File: src/rtl/trap_sequencer.sv
// Trap sequencer: arbitrates synchronous traps, Ticc and interrupts, then
// walks flush -> window save -> vector redirect, or halts in error mode.
module trap_sequencer #(
    parameter int unsigned NWINDOWS = 8
) (
    input  logic        clk,
    input  logic        rst,
    input  logic [8:0]  trap_req,
    input  logic        ticc_req,
    input  logic [6:0]  ticc_num,
    input  logic [3:0]  irl,
    input  logic [3:0]  pil,
    input  logic        et,
    input  logic [4:0]  cwp_in,
    input  logic [19:0] tba_in,
    input  logic        redirect_ready,
    output logic [7:0]  tt_out,
    output logic        tt_wr,
    output logic        flush,
    output logic        save_en,
    output logic [4:0]  cwp_out,
    output logic        psr_trap,
    output logic        redirect_valid,
    output logic [31:0] redirect_pc,
    output logic        error_mode,
    output logic        busy
);

    typedef enum logic [1:0] {
        IDLE   = 2'd0,
        SAVE   = 2'd1,
        VECTOR = 2'd2,
        ERROR  = 2'd3
    } state_t;

    localparam logic [4:0] CWP_MAX = 5'(NWINDOWS - 1);

    state_t      state_q, state_d;
    logic [7:0]  tt_q;
    logic [31:0] pc_q;

    logic        sel_valid;
    logic        sel_sync;
    logic [7:0]  sel_tt;
    logic        irq_pending;
    logic        latch_tt;

    // Trap type for each synchronous trap_req bit.
    function automatic logic [7:0] trap_tt(input logic [3:0] idx);
        case (idx)
            4'd0:    trap_tt = 8'h01;
            4'd1:    trap_tt = 8'h02;
            4'd2:    trap_tt = 8'h03;
            4'd3:    trap_tt = 8'h04;
            4'd4:    trap_tt = 8'h05;
            4'd5:    trap_tt = 8'h06;
            4'd6:    trap_tt = 8'h07;
            4'd7:    trap_tt = 8'h09;
            4'd8:    trap_tt = 8'h2A;
            default: trap_tt = 8'h00;
        endcase
    endfunction

    // Priority select: trap_req bit 0 .. bit 8, then Ticc, then interrupt.
    always_comb begin
        sel_valid   = 1'b0;
        sel_sync    = 1'b0;
        sel_tt      = '0;
        irq_pending = et && (irl != 4'd0) && ((irl == 4'hF) || (irl > pil));
        for (int unsigned i = 0; i < 9; i++) begin
            if (trap_req[4'(i)] && !sel_valid) begin
                sel_valid = 1'b1;
                sel_sync  = 1'b1;
                sel_tt    = trap_tt(4'(i));
            end
        end
        if (!sel_valid && ticc_req) begin
            sel_valid = 1'b1;
            sel_sync  = 1'b1;
            sel_tt    = {1'b1, ticc_num};
        end else if (!sel_valid && irq_pending) begin
            sel_valid = 1'b1;
            sel_tt    = {4'h1, irl};
        end
    end

    // Next-state and output decode; reset forces every strobe low.
    always_comb begin
        state_d        = state_q;
        latch_tt       = 1'b0;
        tt_wr          = 1'b0;
        flush          = 1'b0;
        save_en        = 1'b0;
        cwp_out        = '0;
        psr_trap       = 1'b0;
        redirect_valid = 1'b0;
        redirect_pc    = '0;
        error_mode     = 1'b0;
        busy           = (state_q != IDLE);
        case (state_q)
            IDLE: begin
                if (sel_valid) begin
                    flush = 1'b1;
                    if (sel_sync && !et) begin
                        state_d = ERROR;
                    end else begin
                        latch_tt = 1'b1;
                        state_d  = SAVE;
                    end
                end
            end
            SAVE: begin
                tt_wr    = 1'b1;
                save_en  = 1'b1;
                psr_trap = 1'b1;
                cwp_out  = (cwp_in == 5'd0) ? CWP_MAX : cwp_in - 5'd1;
                state_d  = VECTOR;
            end
            VECTOR: begin
                redirect_valid = 1'b1;
                redirect_pc    = pc_q;
                if (redirect_ready) state_d = IDLE;
            end
            ERROR: begin
                error_mode = 1'b1;
            end
            default: state_d = IDLE;
        endcase
        if (rst) begin
            state_d        = IDLE;
            latch_tt       = 1'b0;
            tt_wr          = 1'b0;
            flush          = 1'b0;
            save_en        = 1'b0;
            cwp_out        = '0;
            psr_trap       = 1'b0;
            redirect_valid = 1'b0;
            redirect_pc    = '0;
            error_mode     = 1'b0;
            busy           = 1'b0;
        end
    end

    // State, latched trap type and vector address registers.
    always_ff @(posedge clk) begin
        if (rst) begin
            state_q <= IDLE;
            tt_q    <= '0;
            pc_q    <= '0;
        end else begin
            state_q <= state_d;
            if (latch_tt) tt_q <= sel_tt;
            // Vector is captured on leaving SAVE so it stays stable while stalled.
            if (state_q == SAVE) pc_q <= {tba_in, tt_q, 4'b0000};
        end
    end

    assign tt_out = tt_q;

endmodule
File: config.mk
export PLATFORM = sky130hd
export DESIGN_NAME = trap_sequencer
export DESIGN_NICKNAME = d
export VERILOG_FILES = /design/src/rtl/trap_sequencer.sv
export SDC_FILE = /design/constraint.sdc
export NUM_CORES = 1
export LEC_CHECK = 0
export ABC_AREA = 1
export BUFFER_PORTS_ARGS = -buffer_cell sky130_fd_sc_hd__buf_2
export CAP_MARGIN = 10
export CORE_MARGIN = 4
export CORE_UTILIZATION = 51
export DETAILED_ROUTE_END_ITERATION = 7
export GPL_TIMING_DRIVEN = 0
export PLACE_DENSITY = 0.86
export REMOVE_ABC_BUFFERS = 1
export SLEW_MARGIN = 20
export SYNTH_ARGS = -nofsm -noshare
export SYNTH_HDL_FRONTEND = slang
export SYNTH_SLANG_ARGS = --single-unit
export TNS_END_PERCENT = 1
File: constraint.sdc
create_clock -name clk -period 3.37 [get_ports clk]
set_clock_uncertainty 0.05 [all_clocks]
set_input_delay 0.674 -clock clk [delete_from_list [all_inputs] [get_ports clk]]
set_output_delay 0.674 -clock clk [all_outputs]
set_load 0.02 [all_outputs]
==> results of run 1 <==
layout make-up:
| type | count | area, sq um | area share, % |
|---|---|---|---|
| multi-input cells | 276 | 1360 | 46.6 |
| flip-flops and latches | 38 | 761 | 26.0 |
| inverters | 41 | 154 | 5.27 |
| clock buffers | 7 | 76.3 | 2.61 |
| well taps | 52 | 65.1 | 2.23 |
| repair buffers | 101 | 505 | 17.3 |
how the worst max path moves through the flow:
| stage | startpoint | to | slack (ns) |
|---|---|---|---|
| 2_1_floorplan | state_q[1]$_SDFFE_PP0P_ | cwp_out[4] | -0.44 |
| 3_3_place_gp | state_q[1]$_SDFFE_PP0P_ | cwp_out[4] | -0.19 |
| 3_5_place_dp | state_q[1]$_SDFFE_PP0P_ | cwp_out[4] | -0.23 |
| 4_1_cts | state_q[1]$_SDFFE_PP0P_ | cwp_out[4] | 0.29 |
| 5_1_grt | state_q[1]$_SDFFE_PP0P_ | cwp_out[4] | 0.04 |
| 6_report | state_q[1]$_SDFFE_PP0P_ | cwp_out[4] | 0.28 |
worst max-delay path: stages (launching register included):
cell	delay [ns]
dfxtp_1	0.33
inv_1	0.14
ha_4	0.38
inv_1	0.38
nor2_1	0.37
inv_1	0.12
nor3_1	0.17
buf_2	0.19
routing by layer:
metal | routed length, microns | GRT usage [%]
met2 | 2750 | 34.2
met5 | 0 | 0
met3 | 512 | 4.37
met4 | 30 | 5.77
met1 | 2510 | 23.0
sequential cells by signal, summed over array words and instances (netlist names):
name	flops
tt_out	8
pc_q	28
state_q	2
kinds of logic (layout without fill, tap and decap cells):
family	count (synthesis)	after routing
adder cells (fa/ha/maj)	9	9
other	1	4
AO/OA/AOI/OAI	54	54
XOR/XNOR	1	1
buffers and inverters	65	149
AND/OR/NAND/NOR	208	208
flip-flops	38	38
metrics by stage:
step / instance area (sq um) / setup slack (ns) / TNS (ns)
after global routing: 2920 / 0.0416 / 0
after global placement: 2830 / -0.191 / -0.661
final: 2920 / 0.283 / 0
after floorplan: 2260 / -0.441 / -1.53
after CTS: 2920 / 0.292 / 0
after detailed placement: 2830 / -0.229 / -0.839
synthesized netlist by cell type:
| cell type | n |
|---|---|
| o21ai_1 | 2 |
| nand2_1 | 71 |
| conb_1 | 1 |
| nor2_2 | 2 |
| ha_1 | 9 |
| buf_6 | 1 |
| nor2_1 | 103 |
| buf_4 | 6 |
| nand4_1 | 7 |
| clkinv_1 | 1 |
| nor3b_1 | 1 |
| nand4_4 | 1 |
| nand3_4 | 2 |
| a21oi_2 | 1 |
| inv_2 | 4 |
| o21bai_1 | 1 |
| nor2_8 | 2 |
| buf_1 | 1 |
| o21ai_4 | 1 |
| buf_2 | 1 |
| and2_1 | 1 |
| a21oi_1 | 15 |
| o21ai_0 | 33 |
| clkbuf_1 | 15 |
| xnor2_1 | 1 |
| dfxtp_1 | 38 |
| nand2_2 | 5 |
| nand3_1 | 9 |
| nor3_1 | 3 |
| o211ai_1 | 1 |
| inv_1 | 36 |
| nand3_2 | 1 |
where the power goes:
part	total [W]	leakage, nW	switching [W]	internal [W]
combinational	0.000757	1.26	0.000511	0.000246
clock	0.000279	0.0383	0.000137	0.000142
sequential	0.000678	0.313	0.0000752	0.000603
==> results.cfg, run 1 <==
[global_routing]
grt_overflow = 0
grt_pass1_wl_microns = 9690
gr-usage-all-layers_pct = 19.3
grt_pass1_vias = 2279
antenna_found_initial = 0
grt_max_degree = 40

[synthesis]
syn_inst = 376
synth-compound-area-share_pct = 12.2
synthDominantCellAreaShare_pct = 32.1
ys_seq_area_share_pct = 32.1
synthSimpleGateAreaFrac_pct = 38.8
synth.distinct_cells = 32
ys_top_cells_by_area = dfxtp_1 (32%), nor2_1 (16%), nand2_1 (11%), o21ai_0 (7.0%), inv_1 (5.7%)
yosys.area_share.adder_pct = 4.75
synthXorXnorAreaFrac_pct = 0.369
synth.cell_area_sq_mm = 0.00237
yosys.area.top_type = dfxtp_1
syn_area_per_cell_sq_um = 6.31
synth_seq_cells = 38
synth_top_family_by_area = simple AND/OR/NAND/NOR gates
synth_mux_area_share_pct = 0
ys_warn_count = 0

[placement]
port_buffers = 101
gp_congestion = 0.811
placed_cells = 508
dp_hpwl_microns = 4300

[timing]
max_slew_margin_pct = 29.8
tightestPinTransition_ns = 1.05
drv_slew = 0
finalHoldViolCount = 0
rsz0062_at_grt = no
fin_crit_ns = 3.09
post-route-period-util_pct = 91.6
setup_violations = 0
holdWs_ns = 0.424
fmax_mhz = 324

[hold_path]
hold_start = tt_out[1]$_SDFFE_PP0P_
hold_path_class = flip-flop to flip-flop
holdPathEnd = pc_q[5]$_SDFFE_PP0P_
worstHoldPathCells = 2

[clock_network]
clk_latency_ns = 0.28
tritoncts = done
postCtsSetupRepairBufs = 0
cts_root_buf = clkbuf_8
hold_buffers = 0
clock_sinks = 38
cts-buffers-inserted = 5
cts.clk_slew.worst_paths_ns = 0.06
ctsHtreeMaxLevel = 2
cts.repair.resized = 2
clock_path_buffers = 2

[drt]
antenna_left = 0
drt_iter0_drc = 130
routed_via_density = 4.85
drc = 0
first_pass_iters = 4
vias = 2498
wl_microns = 5800
routedWlPerCell_microns = 11.3

[die]
core_sq_mm = 0.00441
rows = 24
die_w_microns = 76.2
boundaryPins = 106
start_util_pct = 53.7
die_h_microns = 76.2
die_area_sq_mm = 0.00581

[critical_path]
cp_max_fo = 38
worst-setup-path-type = flip-flop to output port
startpoint_type = flip-flop
timing.rr.end = state_q[1]$_SDFFE_PP0P_
endpoint_kind = output port
r2r_cells = 7
critPathArrivalTime_ns = 2.36
reg2reg_from = state_q[0]$_SDFFE_PP0P_
r2r_setup_slack_ns = 1.29
required_ns = 2.65

[flow_run]
cap_violations = 0

[power]
totalPowerFinal_w = 0.00171
ir_drop_mv = 0.203
leakagePower_nw = 1.61
powerDensity_mw_per_mm2 = 587

[finish]
drive_gt1_share_pct = 27.2
final_nets = 526
n_antenna_cell = 0
fillers = 415
final_util_pct = 66.2
areaGrowthSynthToFinish_pct = 23.2
layout_commonest_cell = nor2_1
final_cell_mix = nor2_1 (103), buf_2 (101), nand2_1 (71)
finalNonFillerCells = 515

[status]
outcome = completed
No activity file was read; power rests on OpenSTA's default activity.
==> inputs of run 2 (changes only) <==
==> constraint.sdc (replaced) <==
create_clock -name clk -period 3.37 [get_ports clk]
set_clock_uncertainty 0.05 [all_clocks]
set_input_delay 0.337 -clock clk [delete_from_list [all_inputs] [get_ports clk]]
set_output_delay 0.337 -clock clk [all_outputs]
set_load 0.02 [all_outputs]
==> results.cfg, run 2 (synthesis gave the netlist of run 1 again) <==
[status]
outcome = completed

[finish]
largest_reg_flops = 28
layout_commonest_cell = nor2_1
final_nets = 526
areaGrowthSynthToFinish_pct = 22.7
drive_gt1_share_pct = 27.2
top_register = pc_q
final_cell_mix = nor2_1 (103), buf_2 (101), nand2_1 (71)
n_antenna_cell = 0
final_util_pct = 66.0

[clock_network]
cts_root_buf = clkbuf_8
ctsHtreeMaxLevel = 2
hold_buffers = 0
cts.clk_slew.worst_paths_ns = 0.07
clock_sinks = 38
cts-buffers-inserted = 5
clock_path_buffers = 2
clk_latency_ns = 0.27
tritoncts = done

[drt]
vias = 2491
antenna_left = 0
routed_via_density = 4.84
drc = 0
routed.top_layer = met4
met1Wirelength_microns = 2520
dr_wl_met3_microns = 520
drt_iter0_drc = 135
wl_microns = 5750
wl_met2_microns = 2670
routedWlPerCell_microns = 11.2
first_pass_iters = 4

[global_routing]
grt_overflow = 0
grt_max_degree = 40
antenna_found_initial = 0
grt_pass1_wl_microns = 9670
grt_pass1_vias = 2269
gr-usage-all-layers_pct = 19.2

[die]
rows = 24
core_sq_mm = 0.00441
start_util_pct = 53.7
boundaryPins = 106
die_w_microns = 76.2
die_h_microns = 76.2
die_area_sq_mm = 0.00581

[critical_path]
required_ns = 2.98
crit_chain = inv_1 -> ha_2 -> inv_1 -> nor2_1 -> inv_1 -> nor3_1 -> buf_2
crit_top_cell = inv_1
cp_max_fo = 38
startpoint_type = flip-flop
worst-setup-path-type = flip-flop to output port
endpoint_kind = output port
cpPeakStageDelay_ns = 0.58
cp_top_family = buffers and inverters
cp_slowest_cell = ha_2
path_buf_inv = 4
critPathArrivalTime_ns = 2.63

[power]
intPower_w = 0.000983
switching_share_pct = 42.2
p_comb_share_pct = 43.9
totalPowerFinal_w = 0.00170
ir_drop_mv = 0.217
clkPwrFrac_pct = 16.4
leakagePower_nw = 1.61
p_sw_w = 0.000716
seqPwrFrac_pct = 39.8
powerDensity_mw_per_mm2 = 584

[timing]
fin_crit_ns = 3.02
drv_slew = 0
tns_ns = 0
post-route-period-util_pct = 89.6
rsz0062_at_grt = no
finalHoldViolCount = 0
setup_violations = 0
fmax_mhz = 331
tightestPinTransition_ns = 1.05
max_slew_margin_pct = 30.2

[placement]
port_buffers = 101
gp_congestion = 0.811
dp_hpwl_microns = 4300

[hold_path]
hold_path_class = input port to flip-flop

[flow_run]
cap_violations = 0
[run 2: changes by cell type in the layout (fill, tap and decap cells not counted)]
cell and delta:
ha_2 +1, ha_4 -1
[run 2: power groups by stage]
stage               clock (W)  sequential, W  combinational [W]
floorplan                   0       0.000685           0.000502
global placement            0       0.000673           0.000719
detailed placement          0       0.000682           0.000744
CTS                  0.000286       0.000673           0.000749
global route         0.000307       0.000692           0.000842
finish               0.000278       0.000675           0.000745
[run 2: path summary, 6_finish.rpt]
| path | startpoint | end | depth (start not counted) | slack [ns] |
|---|---|---|---|---|
| worst max-delay path | state_q[1]$_SDFFE_PP0P_ | cwp_out[4] | 7 | 0.35 |
| worst min-delay path | tba_in[1] | pc_q[13]$_SDFFE_PP0P_ | 3 | 0.23 |
| worst max register to register | state_q[0]$_SDFFE_PP0P_ | state_q[1]$_SDFFE_PP0P_ | 7 | 1.31 |
| worst min register to register | tt_out[1]$_SDFFE_PP0P_ | pc_q[5]$_SDFFE_PP0P_ | 2 | 0.43 |
[run 2: timing repair]
| action | 4_1_cts | 5_1_grt |
|---|---|---|
| setup buffers | 0 | 0 |
| resized for setup | 1 | 0 |
| endpoints found under the setup margin | 5 | 0 |
| endpoints found under the hold margin | 0 | 0 |
[run 2: final cells by class]
class                   instances  area (sq um)
clock buffers                   7          76.3
multi-input cells             276          1350
repair buffers                101           505
inverters                      41           154
flip-flops and latches         38           761
well taps                      52          65.1
fillers                       414          1500
[run 2: metrics by stage]
step | hold slack [ns] | instances | setup slack, ns | instance area, sq um
2_1_floorplan | 0.413 | 355 | -0.104 | 2260
3_3_place_gp | 0.410 | 508 | 0.146 | 2830
3_5_place_dp | 0.412 | 508 | 0.108 | 2830
4_1_cts | 0.223 | 515 | 0.334 | 2910
5_1_grt | 0.238 | 515 | 0.0446 | 2910
6_report | 0.232 | 515 | 0.352 | 2910
[run 2: tightest hold or removal path, cell delays in order]
cell and delay, ns:
buf_2 0.07, nor2_1 0.03, nor2_1 0.08
[run 2: routing by layer]
metal | GRT usage, % | vias up
li1 | - | 1334
met1 | 22.7 | 1056
met2 | 34.2 | 97
met3 | 4.37 | 4
met4 | 5.77 | 0
met5 | 0 | -
==> inputs of run 3 (changes only) <==
--- a/config.mk
+++ b/config.mk
@@ -9,11 +9,10 @@
 export BUFFER_PORTS_ARGS = -buffer_cell sky130_fd_sc_hd__buf_2
 export CAP_MARGIN = 10
 export CORE_MARGIN = 4
-export CORE_UTILIZATION = 51
+export CORE_UTILIZATION = 50
 export DETAILED_ROUTE_END_ITERATION = 7
 export GPL_TIMING_DRIVEN = 0
-export PLACE_DENSITY = 0.86
-export REMOVE_ABC_BUFFERS = 1
+export PLACE_DENSITY = 0.84
 export SLEW_MARGIN = 20
 export SYNTH_ARGS = -nofsm -noshare
 export SYNTH_HDL_FRONTEND = slang
==> results.cfg, run 3 (synthesis gave the netlist of run 1 again) <==
[status]
outcome = completed

[die]
die_area_sq_mm = 0.00591
die_h_microns = 76.9
core_sq_mm = 0.00447
die_w_microns = 76.9
boundaryPins = 106
rows = 24
start_util_pct = 53.0

[clock_network]
clk_latency_ns = 0.28
cts.clk_slew.worst_paths_ns = 0.07
hold_buffers = 0
ctsHtreeMaxLevel = 2
postCtsSetupRepairBufs = 0
cts_root_buf = clkbuf_8
cts.repair.resized = 0
clock_path_buffers = 2
tritoncts = done
clock_sinks = 38
cts-buffers-inserted = 5

[global_routing]
antenna_found_initial = 0
grt_overflow = 0
grt_max_degree = 13
grt_pass1_vias = 2576
gr-usage-all-layers_pct = 21.6
grt_pass1_wl_microns = 10800

[finish]
layout_commonest_cell = nor2_1
largest_reg_flops = 28
final_nets = 549
stdcell_area_sq_mm = 0.00304
n_antenna_cell = 0
final_util_pct = 68.0
drive_gt1_share_pct = 27.7
final_cell_mix = nor2_1 (103), buf_2 (101), nand2_1 (71)
areaGrowthSynthToFinish_pct = 28.3
top_register = pc_q

[critical_path]
cp_max_fo = 10
worst-setup-path-type = flip-flop to output port
endpoint_kind = output port
crit_top_cell = inv_1
required_ns = 2.98
cp_slowest_cell = nor2_1
crit_chain = inv_1 -> ha_1 -> clkbuf_1 -> inv_1 -> nor2_1 -> inv_1 -> nor3_1 -> buf_2
startpoint_type = flip-flop
cpPeakStageDelay_ns = 0.35
critPathArrivalTime_ns = 2.22

[drt]
routed_via_density = 4.99
drc = 0
antenna_left = 0
wl_microns = 6330
first_pass_iters = 5
vias = 2689
drt_iter0_drc = 215
routedWlPerCell_microns = 11.7

[timing]
finalHoldViolCount = 0
drv_slew = 0
fin_crit_ns = 2.61
rsz0062_at_grt = no
post-route-period-util_pct = 77.4
setup_violations = 0
tns_ns = 0
fmax_mhz = 383
worst_slack_ns = 0.762

[placement]
dp_hpwl_microns = 5070
port_buffers = 100
dp_slack_ns = 1.13
placedInstanceArea_sq_mm = 0.00295
gp_congestion = 0.842

[power]
powerDensity_mw_per_mm2 = 591
leakagePower_nw = 1.68
ir_drop_mv = 0.389

[flow_run]
cap_violations = 0

[hold_path]
hold_path_class = input port to flip-flop
[run 3: changes by cell type in the layout (fill, tap and decap cells not counted), sizes merged]
cell / delta
clkinvlp: +1
clkbuf: +14
buf: +8
clkinv: +1
[run 3: power by group]
| part | internal (W) | switching [W] |
|---|---|---|
| registers | 0.000603 | 0.0000763 |
| clock network | 0.000164 | 0.000158 |
| logic | 0.000266 | 0.000533 |
[run 3: path summary, 6_finish.rpt]
check                     startpoint               endpoint  slack, ns  depth (start not counted)
max          state_q[1]$_SDFFE_PP0P_             cwp_out[4]       0.76                          8
min                       tba_in[14]  pc_q[26]$_SDFFE_PP0P_       0.22                          3
max reg2reg  state_q[1]$_SDFFE_PP0P_  pc_q[18]$_SDFFE_PP0P_       1.64                          6
min reg2reg   tt_out[5]$_SDFFE_PP0P_   pc_q[9]$_SDFFE_PP0P_       0.43                          2
[run 3: stage by stage]
stage               total power, W  hold WS (ns)  std cells
floorplan                  0.00124         0.413        379
global placement           0.00145         0.422        531
detailed placement         0.00148         0.425        531
CTS                        0.00180         0.222        539
global route               0.00195         0.229        539
finish                     0.00180         0.225        539
[run 3: per-layer routing]
metal,track usage [%],up-vias,part of all wire [%]
li1,-,1384,-
met1,26.1,1182,42
met2,39.5,117,50
met3,3.51,6,7.6
met4,5.25,0,0.90
met5,0,-,0
[run 3: area by class of cell]
class	count	area (sq um)
sequential	38	761
fill	409	1430
multi-input combinational	276	1350
buffer	24	121
timing repair buffer	100	500
clock buffer	6	82.6
clock inverter	2	12.5
tap	52	65.1
inverter	41	154
[run 3: worst max-delay path: cells and delay by family (launching register included)]
kind                     cells  cell delay (ns)
flip-flops                   1             0.33
buffers and inverters        5             0.89
adder cells (fa/ha/maj)      1             0.18
AND/OR/NAND/NOR              2             0.54
